--- src/rtl/ss_symbol_decoder.sv ---
// Stochastic-symbol window decoder: sums 2^LOG2_WIN accepted 3-bit symbols into a binary result.
// Optional build macro SS_DECODER_ERR_EN saturates illegal symbols (5..7) to 4 and flags err.
module ss_symbol_decoder #(
  parameter int unsigned LOG2_WIN = 8,
  parameter int unsigned RW       = LOG2_WIN + 3
) (
  input  logic          clk,
  input  logic          rst,
  input  logic          en,
  input  logic [2:0]    sym_ss,
  input  logic          sym_valid,
  output logic [RW-1:0] res_data,
  output logic          res_valid,
  input  logic          res_ready,
  output logic          ovf,
  output logic          err
);

  logic [LOG2_WIN-1:0] cnt_q, cnt_d;
  logic [RW-1:0]       acc_q, acc_d;
  logic [RW-1:0]       res_data_q, res_data_d;
  logic                res_valid_q, res_valid_d;
  logic                ovf_q, ovf_d;

  logic          acc_en;
  logic          win_last;
  logic          drain;
  logic [2:0]    sym_val;
  logic [RW-1:0] sum;

  assign acc_en   = en & sym_valid;
  assign win_last = &cnt_q;
  assign drain    = res_valid_q & res_ready;

`ifdef SS_DECODER_ERR_EN
  logic sym_illegal;
  logic err_q, err_d;

  assign sym_illegal = (sym_ss > 3'd4);
  assign sym_val     = sym_illegal ? 3'd4 : sym_ss;
  assign err_d       = err_q | (acc_en & sym_illegal);

  always_ff @(posedge clk or negedge rst) begin
    if (!rst) begin
      err_q <= 1'b0;
    end else begin
      err_q <= err_d;
    end
  end

  assign err = err_q;
`else
  assign sym_val = sym_ss;
  assign err     = 1'b0;
`endif

  assign sum = acc_q + {{(RW-3){1'b0}}, sym_val};

  always_comb begin
    cnt_d       = cnt_q;
    acc_d       = acc_q;
    res_data_d  = res_data_q;
    res_valid_d = res_valid_q & ~res_ready;
    ovf_d       = ovf_q;
    if (!en) begin
      cnt_d = '0;
      acc_d = '0;
    end else if (sym_valid) begin
      if (win_last) begin
        cnt_d = '0;
        acc_d = '0;
        // A slot frees up when the held result is being drained on this same edge.
        if (!res_valid_q || res_ready) begin
          res_data_d  = sum;
          res_valid_d = 1'b1;
        end else begin
          ovf_d = 1'b1;
        end
      end else begin
        cnt_d = cnt_q + LOG2_WIN'(1);
        acc_d = sum;
      end
    end
  end

  always_ff @(posedge clk or negedge rst) begin
    if (!rst) begin
      cnt_q       <= '0;
      acc_q       <= '0;
      res_data_q  <= '0;
      res_valid_q <= 1'b0;
      ovf_q       <= 1'b0;
    end else begin
      cnt_q       <= cnt_d;
      acc_q       <= acc_d;
      res_data_q  <= res_data_d;
      res_valid_q <= res_valid_d;
      ovf_q       <= ovf_d;
    end
  end

  assign res_data  = res_data_q;
  assign res_valid = res_valid_q;
  assign ovf       = ovf_q;

`ifndef SYNTHESIS
  res_hold_a: assert property (@(posedge clk) disable iff (!rst)
    (res_valid && !res_ready) |=> (res_valid && $stable(res_data)));
`endif

endmodule

--- config.mk ---
export PLATFORM = sky130hd
export DESIGN_NAME = ss_symbol_decoder
export DESIGN_NICKNAME = d
export VERILOG_FILES = /design/src/rtl/ss_symbol_decoder.sv
export SDC_FILE = /design/constraint.sdc
export NUM_CORES = 1
export LEC_CHECK = 0
export CELL_PAD_IN_SITES_DETAIL_PLACEMENT = 0
export CELL_PAD_IN_SITES_GLOBAL_PLACEMENT = 1
export CORE_ASPECT_RATIO = 1.25
export CORE_MARGIN = 2
export CORE_UTILIZATION = 43
export CTS_CLUSTER_DIAMETER = 120
export CTS_CLUSTER_SIZE = 12
export DETAILED_ROUTE_END_ITERATION = 12
export PLACE_DENSITY = 0.82
export SYNTH_ARGS = -nofsm -noshare
export SYNTH_HDL_FRONTEND = slang
export SYNTH_SLANG_ARGS = --single-unit
--- constraint.sdc ---
create_clock -name clk -period 2.9 [get_ports clk]
set_clock_uncertainty 0.2 [all_clocks]
set_input_delay 0.435 -clock clk [delete_from_list [all_inputs] [get_ports clk]]
set_output_delay 0.435 -clock clk [all_outputs]
set_load 0.1 [all_outputs]
## After elaboration in Yosys (flattened, before gate mapping)

Cells that the tools add are included.

| word-level totals | value |
|---|---|
| bits in registers | 32 |
| input port bits | 8 |
| output and inout port bits | 14 |

| cells by class | value |
|---|---|
| add/subtract/negate cells | 2 |
| equal/unequal tests | 1 |
| muxes and demuxes | 10 |
| bitwise operators | 3 |
| reductions and logical operators | 5 |

Operators with widths:

| operator | count |
|---|---|
| $mux 11 | 3 |
| $mux 8 | 3 |
| $reduce_and 11->1 | 2 |
| $add 11x3->11 | 1 |
| $add 8x1->8 const B | 1 |
| $reduce_and 8->1 | 1 |
| $mux 1 | 4 |
| $ne 2x1->1 const B | 1 |
| $not 1->1 | 2 |
| $and 1x1->1 | 1 |
| $logic_not 1->1 | 1 |
| $logic_or 1x1->1 | 1 |

## Longest topological paths before layout

| depth | value |
|---|---|
| word-level depth | 6 |
| depth in mapped cells | 7 |

## Worst setup path before layout

Ideal clock, no wire load.

| timing | value |
|---|---|
| kind | input to register |
| start | input sym_ss[0] |
| end | register acc_q[10] |
| library setup time | 82 ps |
| arrival time | 1918 ps |
| data required time | 2618 ps |
| slack | 700 ps |
| stages on the path | 6 |
| buffers on the path | 0 |
| cells stage by stage | ha_1 -> fa_1 -> a21oi_1 -> nor4b_4 -> or2b_1 -> a31oi_1 |

| between the ends | value |
|---|---|
| longest elaborated chain between the ends | 4 |

RTL lines:

| item | RTL line | text |
|---|---|---|
| start, declared | 10 | `input logic [2:0] sym_ss,` |
| $add 11x3->11 | 57 | `assign sum = acc_q + {{(RW-3){1'b0}}, sym_val};` |
| $mux 11 | 69 | `if (win_last) begin` |
| $mux 11 | 68 | `end else if (sym_valid) begin` |
| $mux 11 | 65 | `if (!en) begin` |
| end signal, assigned | 89 | `acc_q <= '0;` |
| end signal, assigned | 95 | `acc_q <= acc_d;` |
| end, declared | 20 | `logic [RW-1:0] acc_q, acc_d;` |

Every way passes these cells. The select of a mux whose other input is x is not followed.
A chain may end at the register's enable or synchronous reset.

## Final worst setup path

Ends and elaborated chain as after synthesis.

==> impl_metrics.tcl <==
set metrics [dict create \
    crit_path_start_kind "primary input" \
    portBuffers 20 \
    clockBufferDepth 2 \
    num-nets-final 199 \
    p_per_area_nw_per_um2 485 \
    drt-wirelength-per-cell_um 13.6 \
    ios 22 \
    cts-root-buf "clkbuf_8" \
    p_leak_nw 0.901 \
    p_int_mw 0.711 \
    hold_buffers 0 \
    maxCapViolCount 0 \
    cpMaxStageDelayCell "fa_1" \
    layout-drive-gt1-share_pct 19.3 \
    place_area_um2 1940 \
    synth_edf_count 0 \
    drc_errors 0 \
    gp_congestion 0.835 \
    syn_to_final_growth_pct 17.0 \
    vias_per_cell 5.10 \
    synth.avg_cell_area_um2 10.6 \
    path_clk_slew_ps 70 \
    drv_slew 0 \
    antenna_cells 0 \
    seq_area_frac_synth_pct 46.1 \
    yosysTopAreaCell "dfrtp_1" \
    worstPathRequired_ps 2910 \
    p_switching_mw 0.274 \
    fill_cells 366 \
    routed_wl_mm 3.28 \
    arrival_ps 2300 \
    worst-slew-pin-transition_ps 529 \
    crit_family "adder cells" \
    critPathKind "primary input to register" \
    die_w_um 60.8 \
    async_flop_share_pct 100 \
    status "finished clean" \
    ctsResizeCount 0 \
    max_freq_ghz 0.437 \
    p_total_mw 0.985 \
    grt_pass1_wl_mm 5.75 \
    antenna_left 0 \
    synthDistinctLibCells 44 \
    timing.slew.headroom_pct 64.6 \
    cp_slowest_stage_delay_ps 440 \
    hold_viol_final 0 \
    clkPwrFrac_pct 36.1 \
    cp_max_fo 5 \
    synth.area.top_cells "dfrtp_1 (46%), xnor2_1 (5.5%), nand2_1 (3.9%)" \
    cts_tree "built" \
    ys_seq_elements 32 \
    rsz0062_at_grt "false" \
    overflow 0 \
    start_util_pct 45.5 \
    combinationalPowerShare_pct 13.6 \
    die-area_um2 4570 \
    cts_num_sinks 32 \
    track_usage_pct 17.3 \
    synth_nets 177 \
    grt_pass1_vias 1266 \
    cts-buffers-inserted 5 \
    cp_cell_sequence "clkdlybuf4s50_1 -> ha_1 -> fa_1 -> a21oi_1 -> buf_4 -> nor4b_4 -> or2b_1 -> a31oi_1" \
    fin_ws_ps 610 \
    antenna_found_initial 0 \
    final-setup-viol-count 0 \
    drt-pass1-iter-count 4 \
    fp.coreArea_um2 3820 \
    hpwl_mm 2.38 \
    vias 1229 \
    row_count 25 \
    switching_share_pct 27.8 \
    hp-class "register to register" \
    first_iter_violations 63 \
    ir_drop_mv 0.324 \
    crit_buf_inv 2 \
    clk_latency_ps 290 \
    die_h_um 75.1 \
    sequentialPowerShare_pct 50.3 \
    synth_top_area_share_pct 46.1 \
    fin_crit_ps 2290 \
    tns_ps 0 \
    synth_area_um2 1740 \
    fin_area_um2 2030 \
    post-route-period-util_pct 79.0 \
    worst_setup_path_end_kind "register" \
    synth_ff_type "dfrtp_1" \
    synth_warnings 0 \
    h-tree-depth 2 \
    cts_setup_buffers 0 \
    grt_max_degree 33 \
    place_ws_ps 298 \
    netlist_instances 164 \
]
[metrics by stage]
step | cells | util (%) | hold WS [ps]
finish | 241 | 53.2 | 277
global route | 241 | 53.2 | 313
CTS | 241 | 53.2 | 283
detailed placement | 233 | 50.8 | 267
global placement | 233 | 50.8 | 256
floorplan | 164 | - | -60.6
[metal layers]
metal,share of wire (%),wire (um),vias to the layer above,global-route usage [%]
li1,-,-,618,-
met1,42,1390,582,19.4
met2,52,1710,23,30.0
met3,3.6,119,6,4.98
met4,1.8,59,0,7.97
met5,0,0,-,0
[power groups by stage]
stage                     Clock (mW)  Sequential, mW  Combinational (mW)
after floorplan                    0           0.491               0.110
after global placement             0           0.503               0.131
after detailed placement           0           0.505               0.135
after CTS                      0.367           0.496               0.136
after global routing           0.385           0.499               0.151
final                          0.355           0.496               0.134
[worst paths after layout]
path	from	depth (start not counted)	slack [ps]	end
max	sym_ss[0]	8	610	acc_q[10]
min	ovf	1	280	ovf
max reg2reg	cnt_q[0]	5	710	acc_q[10]
min reg2reg	ovf	1	280	ovf
max in group asynchronous	rst	2	1860	cnt_q[2]
min in group asynchronous	rst	2	340	acc_q[5]
[sequential cells by signal, summed over array words and instances, names as in the netlist]
name and flops:
acc_q 11, res_data 11, cnt_q 8, ovf 1
res_valid 1
[area by class of cell]
cell class	count	area, um2	share of cell area (%)
Inverter	2	7.51	0.369
Sequential cell	32	801	39.4
Tap cell	54	67.6	3.33
Clock buffer	6	82.6	4.06
Timing Repair Buffer	25	205	10.1
Multi-Input combinational cell	120	858	42.2
Clock inverter	2	10.0	0.493
[logic make-up after synthesis]
kind of cell	after synthesis	share of synthesized area (%)
AND/OR/NAND/NOR	57	21.4
multiplexers	4	2.45
other	1	0.216
AO/OA/AOI/OAI	40	14.8
buffers and inverters	12	4.47
XOR/XNOR	13	6.56
flip-flops	32	46.1
adder cells (fa/ha/maj)	5	4.03
[worst register-to-register path, cell delays in order, from the launching register on]
cell and delay (ps):
dfrtp_1 440, ha_1 270, and4_1 270, a21oi_4 480, or2b_1 270, a31oi_1 180
[layout by cell type (no fill, tap or decap), drive strengths merged]
cell / n
a31oi: 8
and2: 4
inv: 2
and3: 1
dfrtp: 32
a211oi: 1
and3b: 1
clkdlybuf4s50: 7
nor2: 4
clkinv: 2
mux2i: 2
ha: 4
and4: 1
nand2: 18
nand4b: 1
a31o: 1
nand2b: 3
clkbuf: 6
nor4b: 2
a22o: 2
mux2: 2
xnor2: 11
a211o: 1
buf: 18
a21oi: 11
fa: 1
o21ai: 14
or2b: 3
a21o: 2
nand3: 6
nor4: 2
xor2: 2
or3: 2
nand4: 3
nor2b: 3
nor3: 3
conb: 1
[synth_stat cells, types with 2 or more instances]
library cell  instances
nand4_1               3
buf_4                 2
a21oi_1              10
nand2b_1              3
a31oi_1               8
and2_1                4
inv_1                 2
dfrtp_1              32
or2b_1                3
or3_1                 2
o21ai_1               3
nand3_1               5
nor2_1                3
clkbuf_1              3
nor4b_4               2
buf_6                 3
o21ai_0              11
mux2i_1               2
nand2_1              18
ha_1                  4
xor2_1                2
a21o_1                2
nor2b_1               3
buf_2                 2
xnor2_1              11
a22o_1                2
nor3_1                2
(Power assumes the default switching activity.)
